<file path="src/rtl/fetch_stage.sv">
// Instruction-fetch stage and IF/ID pipeline boundary: owns the PC, drives the
// synchronous instruction memory and holds the ID-stage instruction across stalls.
module fetch_stage #(
   parameter logic [31:0] RESET_PC = 32'h0040_0000
) (
   input  logic        clk,
   input  logic        rst_n,
   input  logic        stall,
   input  logic [2:0]  npc_mux_sel,
   input  logic [31:0] branch_target,
   input  logic [31:0] jump_target,
   input  logic [31:0] jr_target,
   output logic [31:0] imem_addr,
   output logic        imem_en,
   input  logic [31:0] imem_rdata,
   output logic [31:0] if_pc,
   output logic [31:0] id_instr,
   output logic [31:0] id_pc4,
   output logic        id_valid
);

   logic [31:0] pc;
   logic [31:0] id_pc4_r;
   logic        id_valid_r;
   logic [31:0] hold_instr;
   logic        hold_valid;

   logic [31:0] pc_plus4;
   logic [31:0] npc_raw;
   logic [31:0] npc;

   assign pc_plus4 = pc + 32'd4;

   // The select only has meaning once a real instruction sits in ID.
   always_comb begin
      // NOTE: default first so every path assigns npc_raw and no latch is inferred.
      npc_raw = pc_plus4;
      if (id_valid_r) begin
         case (npc_mux_sel)
            3'b001:  npc_raw = branch_target;
            3'b010:  npc_raw = jump_target;
            3'b011:  npc_raw = jr_target;
            default: npc_raw = pc_plus4;
         endcase
      end
   end

   assign npc = {npc_raw[31:2], 2'b00};

   always_ff @(posedge clk or negedge rst_n) begin
      if (!rst_n) begin
         // NOTE: non-blocking assignments so every register samples pre-edge values.
         pc         <= RESET_PC;
         id_pc4_r   <= 32'd0;
         id_valid_r <= 1'b0;
         hold_instr <= 32'd0;
         hold_valid <= 1'b0;
      end else if (!stall) begin
         pc         <= npc;
         id_pc4_r   <= pc_plus4;
         id_valid_r <= 1'b1;
         hold_valid <= 1'b0;
      end else if (!hold_valid) begin
         // Memory keeps re-reading pc, so the ID word must be captured now.
         hold_instr <= imem_rdata;
         hold_valid <= 1'b1;
      end
   end

   assign imem_addr = pc;
   assign imem_en   = rst_n;
   assign if_pc     = pc;
   assign id_pc4    = id_pc4_r;
   assign id_valid  = id_valid_r;

   always_comb begin
      id_instr = 32'd0;
      if (id_valid_r)
         id_instr = hold_valid ? hold_instr : imem_rdata;
   end

endmodule

</file>
<file path="config.mk">
export PLATFORM = sky130hd
export DESIGN_NAME = fetch_stage
export DESIGN_NICKNAME = d
export VERILOG_FILES = /design/src/rtl/fetch_stage.sv
export SDC_FILE = /design/constraint.sdc
export NUM_CORES = 1
export LEC_CHECK = 0
export ABC_AREA = 1
export CAP_MARGIN = 20
export CORE_MARGIN = 2
export CORE_UTILIZATION = 45
export CTS_BUF_LIST = sky130_fd_sc_hd__clkbuf_4 sky130_fd_sc_hd__clkbuf_8
export DETAILED_ROUTE_END_ITERATION = 6
export DONT_BUFFER_PORTS = 1
export GPL_TIMING_DRIVEN = 0
export PLACE_DENSITY = 0.65
export RECOVER_POWER = 100
export SKIP_CTS_REPAIR_TIMING = 1
export SLEW_MARGIN = 5
export SYNTH_ARGS = -nofsm -noshare
export SYNTH_HDL_FRONTEND = slang
export SYNTH_SLANG_ARGS = --single-unit
</file>
<file path="constraint.sdc">
create_clock -name clk -period 2.14 [get_ports clk]
set_clock_uncertainty 0.1 [all_clocks]
set_input_delay 0.107 -clock clk [delete_from_list [all_inputs] [get_ports clk]]
set_output_delay 0.107 -clock clk [all_outputs]
set_load 0.02 [all_outputs]
</file>
### After elaboration in Yosys (flattened, before gate mapping)

Index checks and enable logic that the tools add are counted.

| storage, ports and cells | value |
|---|---|
| output and inout bits | 130 |
| bits of input ports | 134 |
| register bits after elaboration | 96 |

| operators by class | value |
|---|---|
| eq/ne operators | 3 |
| add/subtract/negate cells | 1 |
| multiplexer cells | 5 |

Operators by type and width:

| operator | count |
|---|---|
| $mux 32 | 3 |
| $pmux 32 s3 | 1 |
| $add 32x3->32 const B | 1 |
| $eq 3x2->1 const B | 2 |
| $eq 3x1->1 const B | 1 |
| $mux 1 | 1 |

### Longest topological paths before layout

Gate-level depths: netlist (run 1).

| depth | value |
|---|---|
| depth after elaboration | 3 |
| gate-level depth with buffers | 10 |
| gate-level depth less buffers | 10 |

### Worst setup path after synthesis (run 1)

OpenSTA, ideal clock, no wires.

| path | value |
|---|---|
| path kind | reg2reg |
| from | reg pc[3], in the netlist if_pc[3] |
| to | reg pc[28], in the netlist if_pc[28] |
| data required time | 1,923 ps |
| setup time | 117 ps |
| cell stages (with the launch flop) | 11 |
| clock period less this slack | 1,691 ps |
| arrival | 1,474 ps |
| buffers on the path | 0 |
| slack | 449 ps |
| cell sequence | dfrtp_1 ha_1 nand2_1 nor2_2 nand2_2 nor2_4 nand2_1 nand2_1 nand3_1 nand2_1 nand2_1 |

| between the ends | value |
|---|---|
| longest elaborated chain between the ends | 3 |

Ends and longest elaborated chain:

| what | RTL line | RTL |
|---|---|---|
| start: declaration | 22 | `logic [31:0] pc;` |
| start signal: assignment | 59 | `pc <= npc;` |
| $add 32x3->32 * | 32 | `assign pc_plus4 = pc + 32'd4;` |
| $pmux 32 s3 | 39 | `case (npc_mux_sel)` |
| $mux 32 * | 38 | `if (id_valid_r) begin` |

Every way passes the cells marked *; elsewhere a longest branch is shown, timed or not.
A chain may end at the register's enable or synchronous reset.

### Final worst setup path (run 1)

| path | value |
|---|---|
| from | reg id_valid_r, in the netlist id_valid |
| to | out id_instr[29] |

| between the ends | value |
|---|---|
| longest elaborated chain between the ends | 1 |

Ends and longest elaborated chain:

| what | RTL line | RTL |
|---|---|---|
| start: declaration | 24 | `logic id_valid_r;` |
| start signal: assignment | 55 | `id_valid_r <= 1'b0;` |
| start signal: assignment | 61 | `id_valid_r <= 1'b1;` |
| $mux 32 | 78 | `if (id_valid_r)` |
| end: declaration | 17 | `output logic [31:0] id_instr,` |

Every way passes these cells.

==> results by group, run 1 <==
Drt
  – Pre-Repair DR Iteration Count: 5
  – WL final: between 15 and 20 mm
  – Vias per std cell: 5.226
  – WL/cell: 17.22 um
  – Post-route ant nets: 0
  – Iter 0 DRT Violations: 460
  – DR DRC count: 0
  – Via count: 5,790

STA
  – Min Tclk post-route: 2.081 ns
  – Final hold vios: approximately 100
  – Max Freq: 0.4806 GHz
  – Final worst setup slack: 0.05908 ns
  – Final period util: 97.24%
  – RSZ-0062 raised after global routing: true
  – Rel. slew slack: 57.90%
  – Final setup fails: 0
  – Worst hold margin: -0.6896 ns
  – Max-slew violation count: 0
  – Actual slew at the worst max-slew pin: between 0.6 and 0.7 ns

Outcome
  – Status: finished, violations left
  – Failing checks: hold timing

Pwr
  – Worst VDD drop: 0.0002925 V
  – Pwr dens: 730.7 nW/um^2
  – Leak: about 3.2 nW
  – Clock Power Share: 24.5%
  – Switching Share: ~40%
  – Combinational share of power: 24.1%
  – Seq pwr share: 51.4%
  – Internal power contribution: roughly 3.0 mW
  – P_sw: 2.024 mW

Global routing
  – Vias in the first global route: 4,993
  – Initial antenna violation count: 0
  – Largest net degree at the start of global routing: 96
  – First-pass GRT wire length: 28.17 mm
  – Overall routing resource usage: 25.74%
  – GRT Residual Overflow: 0

Clock tree
  – TritonCTS Buffers: 9
  – Clk Latency, worst-skew pair: 0.38 ns
  – Clock transition at path regs: 0.10 ns
  – H-Tree Depth: 3
  – CTS sink cnt: 94
  – Clock root buffer: clkbuf_8
  – Clock Path Buffers: 2
  – CTS tree: done

Placed design
  – Dpl hpwl: around 14 mm
  – Placed insts: just over 1k
  – DP Worst Slack: approximately 0.13 ns
  – GPL Wtd Cong: 0.8902
  – Port Buf Inserts: 0

Floorplan
  – Starting Density: 46.34%
  – I/O pin cnt: 264
  – Die footprint: 14,030 sq um
  – Die height: 118.5 um
  – Core ar.: 12,720 sq um
  – # rows: 41
  – Die Width: 118.5 um

Synth
  – Synth Area per Inst: approximately 7 sq um
  – Library cells used by synthesis: 30
  – Mapped Area: around 5900 sq um
  – Sequential share of the synthesized area: 39.92%
  – Area contributors post-synth: dfrtp_1 (39%), nand2_1 (20%), nor2_1 (5.9%), mux2i_1 (5.4%), buf_4 (5.0%)
  – YS warnings: 0
  – Seq cells post-synth: 94
  – Cell taking the most area after synthesis: dfrtp_1
  – Top cell type's share of synthesized area: about two fifths
  – Cells after Synth: 845

Layout
  – Storage element area: ~2400 sq um
  – P&R area growth vs syn: 17.34%
  – Fin cells: approximately 1.1k
  – Final net count: between 1k and 1.5k
  – Antenna cells: 0
  – Final core area utilization: 54.38%
  – Share of layout cells above drive strength 1: 5.983%
  – Number of fillers in the final layout: 1,266
  – Multi-input gate area: between 2000 and 3000 sq um

Worst setup path
  – Critical Path Source Type: flip-flop
  – Setup crit start: id_valid
  – R2r startpoint: id_valid
  – CP Max Fanout: 10
  – CP max stage delay: approximately 0.6 ns
  – Kind of critical path: reg -> out
  – CP max stage cell: dfrtp_1
  – Crit path arrival time: roughly 1.9 ns
  – Required time of the critical path: 1.93 ns
  – Reg2reg path depth: 6
  – Crit-path cells: inv_1 > clkbuf_1 > nor2_1
  – Crit path capture type: output pin

Min path
  – Hold Path Class: in -> async

Run
  – Total of max-cap violations: 0
==> stage by stage <==
stage	instance area [sq um]	power, mW	TNS (ns)
6_report	6918	5.055	0
5_1_grt	6918	5.322	-0.1009
4_1_cts	6336	5.035	0
3_5_place_dp	6130	3.806	0
3_3_place_gp	6130	3.785	0
2_1_floorplan	5914	3.491	0
==> worst paths after layout <==
path	endpoint	slack, ns
worst max register to register	if_pc[31]	0.15
worst min-delay path	if_pc[6]	-0.69
worst min register to register	hold_instr[25]	0.39
max in group asynchronous	if_pc[22]	2.42
worst max-delay path	id_instr[29]	0.06
min in group clk	if_pc[28]	-0.04
==> kinds of logic (layout without fill, tap and decap cells) <==
group	count (synthesis)	after routing	share of synthesized area [%]
AOI/OAI and AO/OA	95	95	8.595
muxes	32	32	5.433
xor gates and xnor gates	6	6	0.8913
and+or+nand+nor	492	492	34.00
DFF	94	94	39.92
buffers and inverters	124	210	10.89
other	1	6	0.06361
adders and majority gates	1	1	0.2122
==> power by group through the flow <==
stage | clock network (mW) | registers [mW] | logic (mW)
floorplan | 0 | 2.50 | 0.989
global placement | 0 | 2.63 | 1.16
detailed placement | 0 | 2.63 | 1.17
CTS | 1.26 | 2.60 | 1.18
global route | 1.33 | 2.64 | 1.35
finish | 1.24 | 2.60 | 1.22
==> layout by cell type (no fill, tap or decap), types with 7 or more instances in the layout <==
cell type        n
nand2_1        320
nor2_1          92
dfrtp_1         91
dlygate4sd3_1   70
clkbuf_1        52
nand3_1         51
o21ai_0         48
inv_1           45
mux2i_1         32
a21oi_1         26
buf_2           16
a31oi_1         14
nand4_1         13
clkbuf_8        10
buf_4            7
==> synthesized netlist by cell type (all sizes together) <==
cell type / n
o21ai: 50
inv: 45
o211ai: 2
dfstp: 1
buf: 59
dfrtp: 93
a41oi: 1
ha: 1
nor2: 100
nand2: 325
a22oi: 2
xor2: 5
mux2i: 32
nand3: 51
conb: 1
clkinv: 1
xnor2: 1
nand4: 13
a21oi: 26
nand3b: 1
clkbuf: 19
and2: 2
a31oi: 14
==> layer usage <==
layer	GRT usage, %	share of wire [%]	up-vias
met1	35.44	45	2688
met4	7.738	1.6	0
met2	42.30	47	242
li1	-	-	2841
met3	3.475	5.9	19
met5	0	0	-
==> state kept, by name, summed over array words and instances (netlist names) <==
name	flops
hold_instr	32
hold_valid	1
id_pc4	30
id_valid	1
if_pc	30
==> area by class of cell <==
class	instances	share of cell area, %
plain buffers	78	5.028
repair buffers	70	10.13
multi-input cells	632	42.20
clock buffers	10	1.990
clock inverters	6	0.9948
flip-flops and latches	94	34.06
inverters	46	2.496
well taps	172	3.111
==> critical path: cells and delay by family (launching register included) <==
family | cells | cell delay, ns
buf+inv | 2 | 0.49
flops | 1 | 0.60
simple gates | 1 | 0.40
Power figures use the tool's default switching activity.
==> run 2: changes to the inputs <==
--- a/config.mk
+++ b/config.mk
@@ -6,5 +6,4 @@
 export NUM_CORES = 1
 export LEC_CHECK = 0
-export ABC_AREA = 1
 export CAP_MARGIN = 20
 export CORE_MARGIN = 2
@@ -14,5 +13,5 @@
 export DONT_BUFFER_PORTS = 1
 export GPL_TIMING_DRIVEN = 0
-export PLACE_DENSITY = 0.65
+export PLACE_DENSITY = 0.67
 export RECOVER_POWER = 100
 export SKIP_CTS_REPAIR_TIMING = 1
==> constraint.sdc (replaced) <==
create_clock -name clk -period 1.9 [get_ports clk]
set_clock_uncertainty 0.1 [all_clocks]
set_input_delay 0.095 -clock clk [delete_from_list [all_inputs] [get_ports clk]]
set_output_delay 0.095 -clock clk [all_outputs]
set_load 0.005 [all_outputs]
==> results by group, run 2 <==
Layout
  – Multi-input gate area: 3472 sq um (+19%)
  – Share of layout cells above drive strength 1: 31.27% (+25 points)
  – Commonest non-fill, non-tap cell in the layout: dfrtp_1
  – P&R area growth vs syn: 24.03%
  – Max FFs per register: 32 (unchanged)
  – Final net count: 840 (-21%)
  – Commonest non-fill, non-tap cells in the layout: dfrtp_1 (77), mux2_2 (55), buf_4 (54)
  – Biggest register: hold_instr
  – Design Area, Final: 7453 sq um (+7.7%)
  – Storage element area: 2374 sq um (+0.74%)
  – Number of fillers in the final layout: 1,142 (-9.8%)

Worst setup path
  – Crit path capture type: flip-flop
  – Crit path max-delay family: simple AND/OR/NAND/NOR gates
  – CP max stage delay: 0.53 ns (-0.07 ns)
  – Required time of the critical path: 2.08 ns (+0.15 ns)
  – Crit-path cells: nand3_4 > nor3_4 > nand4_1 > a21o_1 > a211o_1
  – Kind of critical path: reg -> reg
  – CP bufs+invs: 0 (-2)
  – Critical Path Source Type: flip-flop
  – CP max stage cell: dfrtp_2
  – Crit path arrival time: 2.25 ns (+0.38 ns)
  – CP Max Fanout: 8 (-2)

Clock tree
  – Clock root buffer: clkbuf_8
  – H-Tree Depth: 3 (unchanged)
  – CTS tree: done
  – Clk Latency, worst-skew pair: 0.38 ns (about the same)
  – TritonCTS Buffers: 9 (unchanged)
  – CTS sink cnt: 94 (unchanged)
  – Clock transition at path regs: 0.10 ns (about the same)
  – Clock Path Buffers: 2 (unchanged)

Pwr
  – Leak: 3.100 nW (-4.3%)
  – Pwr dens: 813.4 nW/um^2 (+11%)
  – Worst VDD drop: 0.0004344 V (+49%)

Global routing
  – Overall routing resource usage: 25.87% (+0.12 points)
  – Vias in the first global route: 4,916 (-1.5%)
  – First-pass GRT wire length: 28.09 mm (-0.27%)
  – Initial antenna violation count: 1 (+1)
  – Largest net degree at the start of global routing: 96 (unchanged)
  – GRT Residual Overflow: 0 (unchanged)

Floorplan
  – Core ar.: 13,140 sq um (+3.3%)
  – I/O pin cnt: 264 (unchanged)
  – Die footprint: 14,290 sq um (+1.9%)
  – Die Width: 119.6 um (+0.93%)
  – Die height: 119.6 um (+0.93%)
  – # rows: 42 (+2.4%)
  – Starting Density: 45.74% (-0.60 points)

STA
  – Min Tclk post-route: 2.072 ns
  – Max Freq: 0.4825 GHz
  – Max-slew violation count: 0 (unchanged)
  – Actual slew at the worst max-slew pin: 0.7300 ns (+0.09854 ns)
  – RSZ-0062 raised after global routing: true
  – Final period util: 109.1%
  – Worst hold margin: -0.7007 ns (-0.01109 ns)
  – Final setup fails: 24 (+24)
  – Final worst setup slack: -0.1724 ns (-0.2315 ns)
  – Final hold vios: 99 (-4.8%)
  – Rel. slew slack: 51.33% (-6.6 points)

Placed design
  – Placed cell areas: 6270 sq um (+2.3%)
  – DP Worst Slack: -0.4533 ns (-0.5822 ns)
  – Dpl hpwl: 14.13 mm (-1.6%)
  – Port Buf Inserts: 0 (unchanged)
  – GPL Wtd Cong: 0.8801 (-1.1%)

Synth
  – Cell taking the most area after synthesis: dfrtp_1
  – Top cell type's share of synthesized area: 38.73% (-0.75 points)
  – Area contributors post-synth: dfrtp_1 (39%), mux2_2 (10%), mux2i_1 (6.7%), buf_4 (4.7%), nor2b_1 (3.6%)
  – Cells after Synth: 626 (-26%)
  – Library cells used by synthesis: 63 (+110%)
  – Mapped Area: 6010 sq um (+1.9%)
  – Synth cell count leaders: dfrtp_1 (93), mux2_2 (55), nand2_1 (52)
  – Sequential share of the synthesized area: 39.16% (-0.76 points)
  – Ys flop type: dfrtp_1
  – YS warnings: 0 (unchanged)
  – Count leader, synth: dfrtp_1
  – Seq cells post-synth: 94 (unchanged)
  – Synth Area per Inst: 9.600 sq um (+38%)
  – Asr flop ratio synth: 100.0% (unchanged)
  – Post-synth EDFFs: 0 (unchanged)

Min path
  – Hold Path Class: in -> async

Drt
  – Post-route ant nets: 0 (unchanged)
  – DR DRC count: 0 (unchanged)
  – WL/cell: 22.79 um (+32%)
  – Vias per std cell: 6.071 (+16%)
  – WL final: 20.22 mm (+6.0%)
  – Pre-Repair DR Iteration Count: 5 (unchanged)
  – Iter 0 DRT Violations: 331 (-28%)
  – Via count: 5,385 (-7.0%)

Run
  – Total of max-cap violations: 0 (unchanged)

Outcome
  – Failing checks: hold timing, setup timing
  – Status: finished, violations left
[run 2: cell families after synthesis]
logic type | after synthesis | synth area share, %
and+or+nand+nor | 181 | 16.37
AOI/OAI and AO/OA | 138 | 15.16
muxes | 95 | 16.97
DFF | 94 | 39.16
buffers and inverters | 90 | 8.286
xor gates and xnor gates | 26 | 3.789
adders and majority gates | 1 | 0.2082
other | 1 | 0.06240
[run 2: metal layers]
metal	global-route usage [%]	wire length (um)
met5	0	0
met2	43.64	9832
met4	10.51	583
met1	30.99	7865
met3	7.557	1937
[run 2: worst paths after layout]
| path | cells after the start | startpoint | slack (ns) | end |
|---|---|---|---|---|
| worst max-delay path | 5 | if_pc[4] | -0.17 | if_pc[27] |
| worst min-delay path | 0 | rst_n | -0.70 | if_pc[15] |
| worst max register to register | 5 | if_pc[4] | -0.17 | if_pc[27] |
| worst min register to register | 1 | hold_instr[24] | 0.41 | hold_instr[24] |
| max in group asynchronous | 0 | rst_n | 2.18 | if_pc[22] |
| min in group clk | 4 | branch_target[5] | -0.03 | if_pc[5] |
[run 2: cell type report]
cell class              instances  area share (%)
clock buffers                  14           2.585
diodes                          1         0.03357
well taps                     176           2.955
clock inverters                 2          0.8058
flip-flops and latches         94           31.84
plain buffers                  79           6.698
repair buffers                 64           7.991
inverters                      10          0.5036
multi-input cells             447           46.58
[run 2: power breakdown]
part / total (mW) / leakage (nW) / switching, mW / internal, mW
registers: 2.88 / 1.10 / 0.519 / 2.36
clock network: 1.65 / 0.129 / 0.725 / 0.923
logic: 1.53 / 1.88 / 0.733 / 0.801
[run 2: per-stage QoR]
step                      total power, mW  TNS, ns  hold slack (ns)  std cells  util, %
after floorplan                     3.774        0          -0.3006        631        -
after global placement              4.121   -10.27          -0.2979        807    47.72
after detailed placement            4.170   -12.21          -0.2976        807    47.72
after CTS                           5.815   -20.60          -0.7198        823    49.65
after global routing                6.342   -4.146          -0.7213        887    56.73
final                               6.063   -1.622          -0.7007        887    56.73
==> run 3: changes to the inputs <==
TNS_END_PERCENT = 1   (was not set)
==> results by group, run 3 (synthesized netlist as in run 2, its figures left out) <==
STA
  – Rel. slew slack: 55.32% (+4.0 points)
  – RSZ-0062 raised after global routing: true
  – Setup TNS: -1.980 ns (-0.3579 ns)
  – Max Freq: 0.4777 GHz (-0.99%)
  – Final worst setup slack: -0.1932 ns (-0.02083 ns)
  – Final period util: 110.2% (+1.1 points)
  – Final setup fails: 30 (+25%)
  – Final hold vios: 101 (+2.0%)
  – Min Tclk post-route: 2.093 ns (+0.02083 ns)
  – Actual slew at the worst max-slew pin: 0.6702 ns (-0.05981 ns)
  – Worst hold margin: -0.6974 ns (+0.003296 ns)
  – Max-slew violation count: 0 (unchanged)

Global routing
  – Initial antenna violation count: 1 (unchanged)
  – Overall routing resource usage: 25.87% (unchanged)
  – GRT Residual Overflow: 0 (unchanged)
  – First-pass GRT wire length: 28.09 mm (unchanged)
  – Vias in the first global route: 4,916 (unchanged)
  – Largest net degree at the start of global routing: 96 (unchanged)

Layout
  – Share of layout cells above drive strength 1: 25.76% (-5.5 points)
  – Commonest non-fill, non-tap cell in the layout: dfrtp_1
  – Final net count: 825 (-1.8%)
  – Commonest non-fill, non-tap cells in the layout: dfrtp_1 (82), mux2_2 (55), nand2_1 (51)
  – P&R area growth vs syn: 18.76%
  – Max FFs per register: 32 (unchanged)
  – Biggest register: hold_instr
  – Final core area utilization: 54.32% (-2.4 points)

Pwr
  – Leak: 2.947 nW (-4.9%)
  – Clock Power Share: 27.6% (+0.4 points)
  – Internal power contribution: 4.029 mW (-1.4%)
  – Switching Share: 32.12% (-0.51 points)
  – Worst VDD drop: 0.0004269 V (-1.7%)
  – P_sw: 1.906 mW (-3.6%)
  – Combinational share of power: 24.4% (-0.9 points)
  – Pwr dens: 831.6 nW/um^2 (+2.2%)
  – Seq pwr share: 48.1% (+0.6 points)

Drt
  – WL/cell: 22.49 um (-1.4%)
  – Pre-Repair DR Iteration Count: 6 (+1)
  – WL final: 19.61 mm (-3.0%)
  – Post-route ant nets: 0 (unchanged)
  – DR DRC count: 0 (unchanged)
  – Iter 0 DRT Violations: 436 (+32%)
  – Via count: 5,251 (-2.5%)
  – Vias per std cell: 6.022 (-0.81%)

Worst setup path
  – Critical Path Source Type: flip-flop
  – Crit path capture type: flip-flop
  – Crit path arrival time: 2.27 ns (+0.02 ns)
  – Kind of critical path: reg -> reg
  – FF-to-FF setup slack: -0.19 ns (-0.02 ns)
  – Required time of the critical path: 2.08 ns (about the same)
  – CP Max Fanout: 7 (-1)

Run
  – Total of max-cap violations: 0 (unchanged)

Placed design
  – GPL Wtd Cong: 0.8801 (unchanged)
  – Port Buf Inserts: 0 (unchanged)
  – Dpl hpwl: 14.13 mm (unchanged)

Outcome
  – Status: finished, violations left
  – Failing checks: hold timing, setup timing

Min path
  – Hold Path Class: in -> async

Floorplan
  – Starting Density: 45.74% (unchanged)
  – Die Width: 119.6 um (unchanged)
  – Core ar.: 13,140 sq um (unchanged)
  – Die height: 119.6 um (unchanged)
  – Die footprint: 14,290 sq um (unchanged)
  – I/O pin cnt: 264 (unchanged)
  – # rows: 42 (unchanged)

Clock tree
  – Clock transition at path regs: 0.09 ns (about the same)
  – H-Tree Depth: 3 (unchanged)
  – Clock Path Buffers: 2 (unchanged)
  – Clock root buffer: clkbuf_8
  – CTS sink cnt: 94 (unchanged)
  – TritonCTS Buffers: 9 (unchanged)
  – CTS tree: done
  – Clk Latency, worst-skew pair: 0.38 ns (about the same)
## run 3: through the flow
step | cells | instance area (sq um) | setup slack [ns] | total power, mW
finish | 872 | 7137 | -0.1932 | 5.935
global route | 872 | 7137 | -0.2508 | 6.234
CTS | 823 | 6523 | -0.4579 | 5.815
detailed placement | 807 | 6270 | -0.4533 | 4.170
global placement | 807 | 6270 | -0.3892 | 4.121
floorplan | 631 | 6050 | 0.01367 | 3.774
## run 3: final cells by class
type / instances / area (sq um)
diodes: 1 / 2.502
plain buffers: 80 / 494.2
clock buffers: 14 / 192.7
clock inverters: 2 / 60.06
fillers: 1190 / 6001
inverters: 10 / 37.54
multi-input cells: 447 / 3298
flip-flops and latches: 94 / 2367
well taps: 176 / 220.2
repair buffers: 48 / 464.2
## run 3: path summary, 6_finish.rpt
check                            startpoint              to  cells after the start
min                                   rst_n  hold_instr[10]                      0
max in group asynchronous             rst_n       if_pc[22]                      0
max                                if_pc[8]       if_pc[27]                      5
min reg2reg                  hold_instr[24]  hold_instr[24]                      1
max reg2reg                        if_pc[8]       if_pc[27]                      5
min in group clk           branch_target[3]        if_pc[3]                      4
## run 3: worst max-delay path, cell delays in order (launching register included)
cell and delay (ns):
dfrtp_1 0.54, nand4_4 0.22, nor3_4 0.35, nand4_1 0.26, a21o_1 0.24, a211o_1 0.28
## run 3: power by group through the flow
stage / Combinational, mW / Sequential [mW] / Clock [mW]
final: 1.45 / 2.85 / 1.64
after global routing: 1.58 / 2.91 / 1.74
after CTS: 1.30 / 2.83 / 1.68
after detailed placement: 1.30 / 2.87 / 0
after global placement: 1.27 / 2.85 / 0
after floorplan: 1.08 / 2.70 / 0
## run 3: layer usage
| metal | vias up | part of all wire, % | track usage [%] |
|---|---|---|---|
| met4 | 0 | 2.4 | 10.51 |
| met1 | 2544 | 39 | 30.99 |
| met5 | - | 0 | 0 |
| met3 | 41 | 9.6 | 7.557 |
| met2 | 332 | 49 | 43.64 |
| li1 | 2334 | - | - |
